===== src/rtl/hazard_pkg.sv =====
// Shared types for the decode-stage hazard controller: FSM state encoding,
// default register-number width and the remaining-bubble counter width helper.
package hazard_pkg;

  localparam int REG_ADDR_W_DEF = 4;

  typedef enum logic [1:0] {
    ST_RUN   = 2'd0,
    ST_STALL = 2'd1,
    ST_FLUSH = 2'd2
  } hazard_state_e;

  // Width able to hold max(a,b)-1, never narrower than one bit.
  function automatic int rem_width(input int a, input int b);
    int m;
    m = (a > b) ? a : b;
    return (m <= 2) ? 1 : $clog2(m);
  endfunction

endpackage


===== src/rtl/hazard_cmp.sv =====
// Load-use comparator: flags a decode-stage source that reads the register a
// load in ID/EX is about to write. Register 0 is compared like any other.
module hazard_cmp
  import hazard_pkg::*;
#(
  parameter int REG_ADDR_W = REG_ADDR_W_DEF
) (
  input  logic [REG_ADDR_W-1:0] src1_num_i,
  input  logic                  src1_vld_i,
  input  logic [REG_ADDR_W-1:0] src2_num_i,
  input  logic                  src2_vld_i,
  input  logic [REG_ADDR_W-1:0] dst_num_i,
  input  logic                  dst_vld_i,
  input  logic                  mem_read_i,
  output logic                  hazard_o
);

  logic src1_hit;
  logic src2_hit;

  assign src1_hit = src1_vld_i && (src1_num_i == dst_num_i);
  assign src2_hit = src2_vld_i && (src2_num_i == dst_num_i);
  assign hazard_o = mem_read_i && dst_vld_i && (src1_hit || src2_hit);

endmodule


===== src/rtl/hazard_stall_unit.sv =====
// Decode-stage hazard controller: load-use stalls, taken-branch flushes and the
// forwarding-unit enable. Define HAZARD_PERF_EN to build the bubble counters.
module hazard_stall_unit
  import hazard_pkg::*;
#(
  parameter int REG_ADDR_W        = REG_ADDR_W_DEF,
  parameter int LOAD_STALL_CYCLES = 1,
  parameter int FLUSH_CYCLES      = 2,
  parameter int CNT_W             = 16
) (
  input  logic                  clk,
  input  logic                  rst,
  input  logic [REG_ADDR_W-1:0] id_src1_num,
  input  logic                  id_src1_vld,
  input  logic [REG_ADDR_W-1:0] id_src2_num,
  input  logic                  id_src2_vld,
  input  logic [REG_ADDR_W-1:0] ex_dst_num,
  input  logic                  ex_dst_vld,
  input  logic                  ex_mem_read,
  input  logic                  branch_taken,
  output logic                  pc_write_en,
  output logic                  if_id_write_en,
  output logic                  if_id_flush,
  output logic                  id_ex_bubble,
  output logic                  fwd_en,
  output logic [CNT_W-1:0]      stall_cnt,
  output logic [CNT_W-1:0]      flush_cnt
);

  localparam int REM_W = rem_width(LOAD_STALL_CYCLES, FLUSH_CYCLES);
  localparam logic [REM_W-1:0] STALL_RELOAD = REM_W'(LOAD_STALL_CYCLES - 1);
  localparam logic [REM_W-1:0] FLUSH_RELOAD = REM_W'(FLUSH_CYCLES - 1);

  hazard_state_e    state_q, state_d;
  logic [REM_W-1:0] rem_q, rem_d;
  logic             fwd_en_q;
  logic             hazard;

  hazard_cmp #(.REG_ADDR_W(REG_ADDR_W)) u_cmp (
    .src1_num_i (id_src1_num),
    .src1_vld_i (id_src1_vld),
    .src2_num_i (id_src2_num),
    .src2_vld_i (id_src2_vld),
    .dst_num_i  (ex_dst_num),
    .dst_vld_i  (ex_dst_vld),
    .mem_read_i (ex_mem_read),
    .hazard_o   (hazard)
  );

  // Mealy decode: the pipeline reacts in the same cycle the condition appears.
  always_comb begin
    pc_write_en    = 1'b1;
    if_id_write_en = 1'b1;
    if_id_flush    = 1'b0;
    id_ex_bubble   = 1'b0;
    state_d        = state_q;
    rem_d          = rem_q;
    if (rst) begin
      pc_write_en    = 1'b0;
      if_id_write_en = 1'b0;
      id_ex_bubble   = 1'b1;
    end else if (branch_taken) begin
      if_id_flush  = 1'b1;
      id_ex_bubble = 1'b1;
      rem_d        = FLUSH_RELOAD;
      state_d      = (FLUSH_CYCLES > 1) ? ST_FLUSH : ST_RUN;
    end else begin
      case (state_q)
        ST_RUN: begin
          if (hazard) begin
            pc_write_en    = 1'b0;
            if_id_write_en = 1'b0;
            id_ex_bubble   = 1'b1;
            rem_d          = STALL_RELOAD;
            state_d        = (LOAD_STALL_CYCLES > 1) ? ST_STALL : ST_RUN;
          end
        end
        ST_STALL: begin
          pc_write_en    = 1'b0;
          if_id_write_en = 1'b0;
          id_ex_bubble   = 1'b1;
          rem_d          = rem_q - REM_W'(1);
          if (rem_q == REM_W'(1)) state_d = ST_RUN;
        end
        ST_FLUSH: begin
          if_id_flush  = 1'b1;
          id_ex_bubble = 1'b1;
          rem_d        = rem_q - REM_W'(1);
          if (rem_q == REM_W'(1)) state_d = ST_RUN;
        end
        default: begin
          state_d = ST_RUN;
          rem_d   = '0;
        end
      endcase
    end
  end

  always_ff @(posedge clk) begin
    if (rst) begin
      state_q  <= ST_RUN;
      rem_q    <= '0;
      fwd_en_q <= 1'b0;
    end else begin
      state_q  <= state_d;
      rem_q    <= rem_d;
      fwd_en_q <= ~id_ex_bubble;
    end
  end

  assign fwd_en = fwd_en_q;

`ifdef HAZARD_PERF_EN
  logic [CNT_W-1:0] stall_cnt_q;
  logic [CNT_W-1:0] flush_cnt_q;

  always_ff @(posedge clk) begin
    if (rst) begin
      stall_cnt_q <= '0;
      flush_cnt_q <= '0;
    end else begin
      if (id_ex_bubble && !if_id_flush && (stall_cnt_q != '1))
        stall_cnt_q <= stall_cnt_q + CNT_W'(1);
      if (if_id_flush && (flush_cnt_q != '1))
        flush_cnt_q <= flush_cnt_q + CNT_W'(1);
    end
  end

  assign stall_cnt = stall_cnt_q;
  assign flush_cnt = flush_cnt_q;
`else
  assign stall_cnt = '0;
  assign flush_cnt = '0;
`endif

endmodule


===== config.mk =====
export PLATFORM = sky130hd
export DESIGN_NAME = hazard_stall_unit
export DESIGN_NICKNAME = d
export VERILOG_FILES = /design/src/rtl/hazard_pkg.sv /design/src/rtl/hazard_cmp.sv /design/src/rtl/hazard_stall_unit.sv
export SDC_FILE = /design/constraint.sdc
export NUM_CORES = 1
export LEC_CHECK = 0
export ABC_AREA = 1
export CELL_PAD_IN_SITES_DETAIL_PLACEMENT = 2
export CELL_PAD_IN_SITES_GLOBAL_PLACEMENT = 2
export CORE_UTILIZATION = 11
export CTS_CLUSTER_SIZE = 10
export DETAILED_ROUTE_END_ITERATION = 7
export PLACE_DENSITY_LB_ADDON = 0.3
export SLEW_MARGIN = 25
export SYNTH_ARGS = -nofsm -noshare
export SYNTH_HDL_FRONTEND = slang
export SYNTH_SLANG_ARGS = --single-unit

===== constraint.sdc =====
create_clock -name clk -period 0.8 [get_ports clk]
set_input_delay 0.12 -clock clk [delete_from_list [all_inputs] [get_ports clk]]
set_output_delay 0.12 -clock clk [all_outputs]
set_load 0.01 [all_outputs]

==> results of run 1 <==
[through the flow]
| stage | setup TNS, ps | utilization (%) | instance area [um2] | hold WS, ps | worst slack [ps] |
|---|---|---|---|---|---|
| final | -1040 | 18.2 | 866 | 368 | -269 |
| after global routing | -1390 | 18.2 | 866 | 409 | -308 |
| after CTS | -1430 | 16.6 | 788 | 377 | -295 |
| after detailed placement | -5840 | 16.0 | 761 | 554 | -1150 |
| after global placement | -5630 | 16.0 | 761 | 523 | -1120 |
| after floorplan | -101 | - | 687 | 262 | -101 |
[path summary, 6_finish.rpt]
check                    start              to  slack, ps  depth (start not counted)
setup / recovery    state_q[1]  if_id_write_en       -270                          3
hold / removal    branch_taken      state_q[1]        370                          3
setup reg to reg    state_q[1]           rem_q        -10                          4
hold reg to reg          rem_q      state_q[1]        540                          3
[power by group]
group | switching, mW | internal (mW) | total (mW)
registers | 0.00719 | 0.166 | 0.174
clock network | 0.115 | 0.341 | 0.456
logic | 0.218 | 0.153 | 0.371
[worst reg2reg max path, cell delays in order (launching register included)]
cell     delay, ps
dfxtp_2        320
nor2_4         140
nor2_2          80
o21ai_2         80
nand2_1         80
[area by class of cell]
class                   instances  area, um2
fillers                       583       3890
clock buffers                   4       45.0
repair buffers                 25        226
inverters                      15       61.3
well taps                      67       83.8
flip-flops and latches          3       61.3
multi-input cells              70        388
[synthesized netlist by cell type]
library cell,count,share of area [%]
nand3_2,2,3.7
nor2_1,9,6.2
xnor2_1,1,1.6
inv_2,1,0.69
nor2_2,2,2.3
inv_1,14,9.6
dfxtp_1,3,11
o21ai_0,2,1.8
buf_4,33,45
conb_1,1,0.69
nand2_2,2,2.3
nand3_1,2,1.8
a31oi_1,1,1.1
nand2_1,17,12
[cells by family (layout without fill, tap and decap cells)]
| logic type | Yosys count | after routing |
|---|---|---|
| flip-flops | 3 | 3 |
| AND/OR/NAND/NOR | 34 | 34 |
| XOR/XNOR | 1 | 1 |
| AO/OA/AOI/OAI | 3 | 3 |
| buffers and inverters | 48 | 44 |
| other | 1 | 32 |
[per-layer routing]
layer  track usage [%]  vias up  part of all wire [%]
met5                 0        -                     0
met3             0.972        2                   9.2
met2              9.66       30                    57
met4              2.61        0                   1.4
met1              5.66      235                    33
li1                  -      254                     -
[cell usage in the layout, fill, tap and decap left out]
cell,count
nand3_2,4
nor2_4,3
xnor2_2,1
inv_4,2
clkbuf_8,3
nor2_1,2
dfxtp_1,2
buf_6,9
buf_8,3
nand2_1,10
nand2_2,9
clkbuf_2,2
inv_1,6
dfxtp_2,1
o21ai_2,2
a31oi_4,1
nor2_2,6
buf_2,7
inv_2,7
dlygate4sd2_1,4
clkbuf_1,1
conb_1,32
[registers in the layout, indices dropped and copies added, names as in the netlist]
name     flops
fwd_en       1
rem_q        1
state_q      1
[repair_timing]
| action | CTS | global route |
|---|---|---|
| pin swaps | 20 | 21 |
| gates resized for setup | 95 | 32 |
| setup buffers | 2 | 0 |
| setup endpoints to repair | 8 | 7 |
==> impl_metrics.env, run 1 <==
export IMPL_final_nets=137
export IMPL_gr_total_overflow=0
export IMPL_area_growth_pct=58.7
export IMPL_crit_required_ps=680
export IMPL_fin_cells=184
export IMPL_yosys_area_share_simple_pct=28.0
export IMPL_maxCapViolations=0
export IMPL_rsz0062_at_grt="yes"
export IMPL_drcViolationCount=0
export IMPL_cts_hold_buf=0
export IMPL_dieArea_mm2=0.00524
export IMPL_coreArea_mm2=0.00475
export IMPL_die_h_um=72.4
export IMPL_root_buffer="clkbuf_8"
export IMPL_synth_fa_ha_area_share_pct=0
export IMPL_leakage_nw=0.469
export IMPL_cp_cell_sequence="nor2_4 > a31oi_4 > buf_2"
export IMPL_row_count=25
export IMPL_grt_pass1_wl_mm=2.13
export IMPL_cts_buffers=3
export IMPL_setup_viol=7
export IMPL_grt_max_degree=5
export IMPL_dr_pass1_iters=2
export IMPL_critPathBufInv=1
export IMPL_syn_avg_cell_area_um2=6.06
export IMPL_hold_path_class="input pin to flip-flop"
export IMPL_clk_latency_ps=220
export IMPL_slowest_delay_ps=340
export IMPL_max_freq_ghz=0.935
export IMPL_cp_slowest_cell="dfxtp_2"
export IMPL_cts_tree="yes"
export IMPL_status="finished, violations left"
export IMPL_cts_path_max_buffers=2
export IMPL_skew_ps=1.35
export IMPL_grt_usage_pct=5.23
export IMPL_synth_top_family_by_area="buffers and inverters"
export IMPL_die_width_um=72.4
export IMPL_synth_distinct_cells=14
export IMPL_ys_warnings_count=0
export IMPL_io_pins=56
export IMPL_antenna_cells=0
export IMPL_antenna_found_initial=0
export IMPL_vias_per_cell=2.83
export IMPL_vias=521
export IMPL_violations="negative setup slack"
export IMPL_synth_xor_area_share_pct=1.61
export IMPL_arrival_ps=950
export IMPL_peakVddDrop_mv=0.405
export IMPL_slew_violations=0
export IMPL_fin_ws_ps=-269
export IMPL_finalPower_mw=1.00
export IMPL_synth_compound_area_share_pct=2.98
export IMPL_portBuffers=23
export IMPL_fin_crit_ps=1070
export IMPL_critPathTopFamily="flip-flops"
export IMPL_htreeDepth=1
export IMPL_critPathMaxFanout=3
export IMPL_hpwl_mm=1.18
export IMPL_criticalPathCategory="flip-flop to primary output"
export IMPL_drive_above_1_share_pct=51.3
export IMPL_clkSlewWorstSetupHoldPaths_ps=30
export IMPL_place_gp_congestion=0.618
export IMPL_yosys_register_bits=3
export IMPL_cts_sinks=3
export IMPL_syn_area_um2=546
export IMPL_place_inst=179
export IMPL_routed_wl_mm=1.37
export IMPL_grt_pass1_vias=498
export IMPL_synthCells=90
export IMPL_finalHoldViolCount=0
export IMPL_synthMuxAreaShare_pct=0
export IMPL_yosysSeqAreaShare_pct=11.0
export IMPL_first_iter_violations=3
export IMPL_fin_crit_sh_pct=134
export IMPL_startpoint_type="flip-flop"
export IMPL_ant_nets=0
export IMPL_power_density_mw_per_mm2=1150
export IMPL_post_drt_wl_per_cell_um=7.46
export IMPL_endpoint_kind="primary output"
export IMPL_start_util_pct=11.5
No activity file was read; power rests on OpenSTA's default activity.
==> run 2: changes to the inputs <==
--- a/config.mk
+++ b/config.mk
@@ -8,7 +8,7 @@
 export ABC_AREA = 1
 export CELL_PAD_IN_SITES_DETAIL_PLACEMENT = 2
 export CELL_PAD_IN_SITES_GLOBAL_PLACEMENT = 2
-export CORE_UTILIZATION = 11
+export CORE_UTILIZATION = 12
 export CTS_CLUSTER_SIZE = 10
 export DETAILED_ROUTE_END_ITERATION = 7
 export PLACE_DENSITY_LB_ADDON = 0.3
==> constraint.sdc (replaced) <==
create_clock -name clk -period 1.21 [get_ports clk]
set_input_delay 0.1815 -clock clk [delete_from_list [all_inputs] [get_ports clk]]
set_output_delay 0.1815 -clock clk [all_outputs]
set_load 0.01 [all_outputs]
==> impl_metrics.env, run 2 (synthesized netlist as in run 1, its figures left out) <==
export IMPL_status="finished, violations left"
export IMPL_violations="negative setup slack"
export IMPL_clk_latency_ps=210
export IMPL_place_gp_congestion=0.622
export IMPL_power_frac_comb_pct=39.9
export IMPL_startpoint_type="flip-flop"
export IMPL_vias_per_cell=3.09
export IMPL_endpoint_kind="primary output"
export IMPL_drcViolationCount=0
export IMPL_arrival_ps=1040
export IMPL_grt_pass1_wl_mm=2.39
export IMPL_dp_slack_ps=-865
export IMPL_vias=538
export IMPL_criticalPathCategory="flip-flop to primary output"
export IMPL_p_int_mw=0.451
export IMPL_rsz0062_at_grt="yes"
export IMPL_fin_ws_ps=-6.77
export IMPL_cts_hold_buf=0
export IMPL_first_iter_violations=6
export IMPL_fin_crit_ps=1220
export IMPL_power_switching_mw=0.227
export IMPL_max_freq_ghz=0.822
export IMPL_setup_viol=1
export IMPL_hpwl_mm=1.27
export IMPL_grt_max_degree=5
export IMPL_routed_wl_mm=1.72
export IMPL_switching_share_pct=33.5
export IMPL_mostFrequentLayoutCells="conb_1 (32), nand2_1 (9), inv_2 (8), nand2_2 (8)"
export IMPL_cts_sinks=3
export IMPL_clkSlewWorstSetupHoldPaths_ps=30
export IMPL_hold_path_class="input pin to flip-flop"
export IMPL_finalHoldViolCount=0
export IMPL_portBuffers=23
export IMPL_leakage_nw=0.523
export IMPL_post_drt_wl_per_cell_um=9.87
export IMPL_coreArea_mm2=0.00435
export IMPL_root_buffer="clkbuf_8"
export IMPL_io_pins=56
export IMPL_final_common_cell="conb_1"
export IMPL_ant_nets=0
export IMPL_pwr_share_clk_pct=43.0
export IMPL_fill_cells=524
export IMPL_skew_ps=0.534
export IMPL_grt_usage_pct=6.20
export IMPL_area_growth_pct=66.3
export IMPL_antenna_cells=0
export IMPL_die_width_um=69.4
export IMPL_crit_required_ps=1030
export IMPL_power_density_mw_per_mm2=747
export IMPL_gr_total_overflow=0
export IMPL_slew_violations=0
export IMPL_pwr_share_seq_pct=17.0
export IMPL_htreeDepth=1
export IMPL_start_util_pct=12.5
export IMPL_grt_pass1_vias=554
export IMPL_final_nets=142
export IMPL_cts_path_max_buffers=2
export IMPL_cts_buffers=3
export IMPL_critPathMaxFanout=3
export IMPL_dieArea_mm2=0.00482
export IMPL_cts_tree="yes"
export IMPL_maxCapViolations=0
export IMPL_row_count=24
export IMPL_tns_ps=-6.77
export IMPL_antenna_found_initial=0
export IMPL_drive_above_1_share_pct=50.0
export IMPL_die_h_um=69.4
export IMPL_dr_pass1_iters=4
export IMPL_fin_crit_sh_pct=101
export IMPL_peakVddDrop_mv=0.185
==> run 2: cell count changes in the layout (fill, tap and decap cells not counted), sizes merged <==
cell	before	now
dlygate4sd2	4	2
clkbuf	6	4
dlymetal6s2s	0	3
clkdlybuf4s15	0	3
buf	19	22
==> run 2: area by class of cell <==
| class | instances | area [um2] | area share [%] |
|---|---|---|---|
| multi-input cells | 70 | 399 | 44.0 |
| repair buffers | 30 | 278 | 30.6 |
| well taps | 52 | 65.1 | 7.17 |
| flip-flops and latches | 3 | 61.3 | 6.76 |
| inverters | 15 | 58.8 | 6.48 |
| clock buffers | 4 | 45.0 | 4.97 |
==> run 2: worst max-delay path, cell delays in order (launching register included) <==
cell and delay, ps:
dfxtp_2 330, nor2_4 180, buf_6 130, nand3_4 60
buf_6 130
==> run 2: worst paths after layout <==
path | from | endpoint | slack [ps] | cells after the start
worst min register to register | rem_q | state_q[1] | 590 | 3
worst min-delay path | rst | state_q[1] | 450 | 4
worst max-delay path | state_q[1] | id_ex_bubble | -7 | 4
worst max register to register | state_q[1] | fwd_en | 60 | 7
==> run 2: metrics by stage <==
stage                     util (%)  hold WS (ps)  cell area, um2  power [mW]  cells
after floorplan                  -           330             662       0.299    121
after global placement        16.6           525             724       0.324    165
after detailed placement      16.6           543             724       0.331    165
after CTS                     18.4           472             802       0.645    172
after global routing          20.8           516             907       0.727    174
final                         20.8           450             907       0.677    174
==> run 2: power groups by stage <==
stage | Clock [mW] | Sequential, mW | Combinational (mW)
6_report | 0.292 | 0.115 | 0.270
5_1_grt | 0.312 | 0.117 | 0.298
4_1_cts | 0.300 | 0.115 | 0.229
3_3_place_gp | 0 | 0.114 | 0.210
3_5_place_dp | 0 | 0.114 | 0.217
2_1_floorplan | 0 | 0.114 | 0.185
==> run 2: metal layers <==
metal	track usage (%)	wire length (um)	vias to the layer above
met5	0	0	-
met1	5.94	565	250
met2	12.7	1050	27
li1	-	-	261
met3	0.872	99	0
met4	2.72	0	0
==> run 2: repair_timing <==
item,in CTS,in global routing
setup buffers,3,2
gates resized for setup,98,26
endpoints found under the setup margin,7,4
pin swaps,18,20
endpoints found under the hold margin,0,0
==> patch 1 (flow settings as in run 2) <==
`CNT_W`: 16 -> 24.
--- a/src/rtl/hazard_stall_unit.sv
+++ b/src/rtl/hazard_stall_unit.sv
@@ -8,3 +8,3 @@
   parameter int FLUSH_CYCLES      = 2,
-  parameter int CNT_W             = 16
+  parameter int CNT_W             = 24
 ) (
Ports: changed (resized flush_cnt and stall_cnt); port bits go from 56 to 72. No check against the original RTL was run, so the function may have changed too.
==> patch 1 against run 2 <==
- routed wire length decreased by 1.1%
- first-iteration DRC count decreased by 50%
- area after synthesis increased by 22%
- final area increased by 0.69%
- sequential share of layout area about the same
- power decreased by 0.26%
- core utilization decreased by 3.4 points
- setup slack improved by 0.034 ns
- clock power increased by 4%
- sequential cell count unchanged
- clock skew about the same
- critical endpoint unchanged
- largest power group unchanged
- highest routed layer is now met4
==> patch 1: results (changes against run 2) <==
| Metric | Value |
|---|---|
| Aggregate global-route resource usage | `0.0588 (-0.00319)` |
| Slack of the worst reg-to-reg path | `0.34 ns (+0.28 ns)` |
| Met1 track utilization from global routing | `0.0413 (-0.0181)` |
| Sequential cell area fraction in the yosys report | `0.0902 (-0.0199)` |
| Number of instances in the synthesized netlist | `106 (+18%)` |
| Routed length on met3 | `147 um (+48%)` |
| Post-detailed-placement half-perimeter wirelength | `1540 um (+21%)` |
| Final Wtd Congestion | `0.704 (+13%)` |
| Met2 routed wirelength | `1080 um (+2.8%)` |
| Static leakage | `0.000539 uW (+2.9%)` |
| Class of the most critical hold timing path | `in2reg` |
| Diodes inserted | `0 (unchanged)` |
| Detailed-routing iteration count for the pre-antenna-repair pass | `2 (-2)` |
| Via density | `2.71 (-12%)` |
| Initial DRC Count | `3 (-3)` |
| Status | `finished clean` |
| Deepest clock path buffer count | `2 (unchanged)` |
| Compound-cell area share of the yosys netlist | `0.0244 (-0.00538)` |
| Top cell types by occurrence after synthesis | `sky130_fd_sc_hd__buf_4 (49), sky130_fd_sc_hd__nand2_1 (17), sky130_fd_sc_hd__inv_1 (14)` |
| Global routing usage on met2 | `0.123 (-0.00387)` |
| Internal power summed over all cells | `432 uW (-4.2%)` |
| Wire per inst | `8.29 um (-16%)` |
| Via count of the first global-routing pass | `551 (-0.54%)` |
| Global-route wire length before repair | `2620 um (+9.6%)` |
| Met3 GRT Util | `0.0180 (+0.00924)` |
| Top sig layer | `met4` |
| Worst slack on hold paths | `0.433 ns (-0.0171 ns)` |
| Number of placed instances, taps included | `200 (+21%)` |
| Fraction of final layout cells sized beyond drive strength 1 | `0.356 (-0.144)` |
| Top post-synthesis cells by area | `sky130_fd_sc_hd__buf_4 (55%), sky130_fd_sc_hd__nand2_1 (9.6%), sky130_fd_sc_hd__dfxtp_1 (9.0%)` |
| Total Nets Final | `155 (+9.2%)` |
| Number of warnings issued by yosys | `0 (unchanged)` |
| Maximum vdd ir drop | `186 uV (+0.52%)` |
| Post-Synth XOR/XNOR Area | `0.0132 (-0.00290)` |
| Met1 wire length | `426 um (-25%)` |
| Final clock skew | `0.000615 ns (+0.0000812 ns)` |
patch 1: cell types whose count changed after synthesis, sizes merged:
cell / run 2 / this run
buf: 33 / 49
patch 1: layout make-up:
class	count	area, um2
fillers	647	4320
multi-input cells	86	430
repair buffers	27	233
well taps	70	87.6
flip-flops and latches	3	61.3
inverters	15	56.3
clock buffers	4	45.0
patch 1: repair_timing:
action | in CTS | in global routing
gates resized for setup | 92 | 9
endpoints found under the setup margin | 7 | 4
buffers inserted | 1 | 0
pin swaps | 19 | 8
patch 1: kinds of logic after synthesis:
group                     after synthesis
xor gates and xnor gates                1
other                                   1
AOI/OAI and AO/OA                       3
and+or+nand+nor                        34
DFF                                     3
buffers and inverters                  64
patch 1: power groups by stage:
| stage | registers [uW] | logic (uW) | clock network [uW] |
|---|---|---|---|
| floorplan | 114 | 245 | 0 |
| global placement | 113 | 236 | 0 |
| detailed placement | 114 | 242 | 0 |
| CTS | 115 | 250 | 315 |
| global route | 115 | 287 | 324 |
| finish | 114 | 258 | 303 |
patch 1: metrics by stage:
step / total power [uW] / setup WS [ns] / cell area [um2]
after detailed placement: 356 / -0.838 / 815
after global placement: 349 / -0.782 / 815
final: 676 / 0.0272 / 913
after CTS: 680 / 0.000258 / 888
after floorplan: 359 / 0.0716 / 842
after global routing: 725 / -0.0407 / 913
patch 1: worst min-delay path, cell delays in order:
cell and delay [ns]:
sky130_fd_sc_hd__dlygate4sd2_1 0.26, sky130_fd_sc_hd__o21ai_0 0.12, sky130_fd_sc_hd__inv_1 0.06
patch 1: final timing paths:
| kind | startpoint | to | cells past startpoint |
|---|---|---|---|
| worst max register to register | state_q[1] | fwd_en | 5 |
| worst max-delay path | state_q[1] | id_ex_bubble | 4 |
| worst min register to register | rem_q | state_q[1] | 3 |
| worst min-delay path | branch_taken | state_q[1] | 3 |
==> patch 2 (flow settings as in run 2) <==
Made on the original files. Encoding of `hazard_state_e`: now one-hot (3 bits for 3 states).
--- a/src/rtl/hazard_pkg.sv
+++ b/src/rtl/hazard_pkg.sv
@@ -6,6 +6,6 @@
 
-  typedef enum logic [1:0] {
-    ST_RUN   = 2'd0,
-    ST_STALL = 2'd1,
-    ST_FLUSH = 2'd2
+  typedef enum logic [2:0] {
+    ST_RUN   = 3'b001,
+    ST_STALL = 3'b010,
+    ST_FLUSH = 3'b100
   } hazard_state_e;
Check against the original RTL: same outputs for any inputs over 10 cycles, from zero or initial values and one cycle with rst high; not proved beyond that.
==> patch 2 against run 2 <==
- the run still ends with negative setup slack left
- sequential share of layout area increased by 1.8 points
- global-route usage is 0.25 points lower
- area after synthesis grew 16%
- sequential cell count grew 1
- power is 4.2% higher
- setup slack got worse by 0.11 ns
- routed wire length decreased by 3.0%
- maximum frequency down 8.2%
- final area increased by 13%
==> patch 2: results (changes against run 2) <==
| Metric | Value |
|---|---|
| Fraction of final layout cells sized beyond drive strength 1 | `0.486 (-0.0145)` |
| Setup WS post-layout | `-0.115 ns (-0.108 ns)` |
| Standard cell with the maximum stage delay on the critical path | `sky130_fd_sc_hd__dfxtp_4` |
| Global routing usage on met2 | `0.122 (-0.00517)` |
| Number of cells on the worst hold path | `3 (-1)` |
| Worst slack on hold paths | `0.408 ns (-0.0425 ns)` |
| Arrival time at the worst endpoint | `1.14 ns (+0.10 ns)` |
| Total Nets Final | `161 (+13%)` |
| Number of inserted filler cells in the final layout | `613 (+17%)` |
| Area after detailed placement | `858 um2 (+18%)` |
| Post-synthesis share of cell area spent on full adders, half adders and majority gates | `0.0394 (+0.0394)` |
| Met1 track utilization from global routing | `0.0521 (-0.00727)` |
| Violated checks | `negative setup slack` |
| Most prevalent standard cell on the critical path | `sky130_fd_sc_hd__nand2_1` |
| Sequential cell area fraction in the yosys report | `0.126 (+0.0161)` |
| Maximum vdd ir drop | `199 uV (+7.4%)` |
| Via count of the first global-routing pass | `611 (+10%)` |
| Routed length on met3 | `122 um (+23%)` |
| Static leakage | `0.000551 uW (+5.4%)` |
| Setup-violating endpoint count in the final report | `6 (+5)` |
| Met1 wire length | `559 um (-1.1%)` |
| Total number of vias | `621 (+15%)` |
| Initial DRC Count | `7 (+1)` |
| Status | `finished, violations left` |
| Global-route wire length before repair | `2470 um (+3.5%)` |
| Top cell types by occurrence after synthesis | `sky130_fd_sc_hd__buf_4 (33), sky130_fd_sc_hd__nand2_1 (20), sky130_fd_sc_hd__inv_1 (15), sky130_fd_sc_hd__nor2_1 (15)` |
| Internal power summed over all cells | `479 uW (+6.3%)` |
| Top sig layer | `met4` |
| Slack of the worst reg-to-reg path | `-0.03 ns (-0.09 ns)` |
| Number of standard cells in the layout, taps in and fillers out | `208 (+20%)` |
| Compound-cell area share of the yosys netlist | `0.0276 (-0.00220)` |
| Final clock skew | `0.00240 ns (+0.00186 ns)` |
| Reg-to-reg critical path startpoint | `state_q[0]` |
## patch 2: changes by cell type after synthesis, sizes merged
cell	delta
dfxtp	+1
nand2	+5
xnor2	+1
a31oi	-1
inv	+1
a21oi	+1
ha	+2
nor2	+5
o21ai	-1
a21boi	+1
## patch 2: worst min-delay path: stages
cell and delay [ns]:
sky130_fd_sc_hd__dlymetal6s2s_1 0.17, sky130_fd_sc_hd__nor2_1 0.10, sky130_fd_sc_hd__a21boi_0 0.12
## patch 2: power by group through the flow
stage                     registers (uW)  logic [uW]  clock network (uW)
after floorplan                      151         200                   0
after global routing                 154         311                 298
after CTS                            152         257                 282
final                                153         279                 274
after global placement               151         232                   0
after detailed placement             151         236                   0
## patch 2: final cells by class
class	instances	share of cell area
clock buffer	3	0.0403
timing repair buffer	32	0.268
sequential	4	0.0856
multi-input combinational	83	0.455
tap	70	0.0856
inverter	16	0.0660
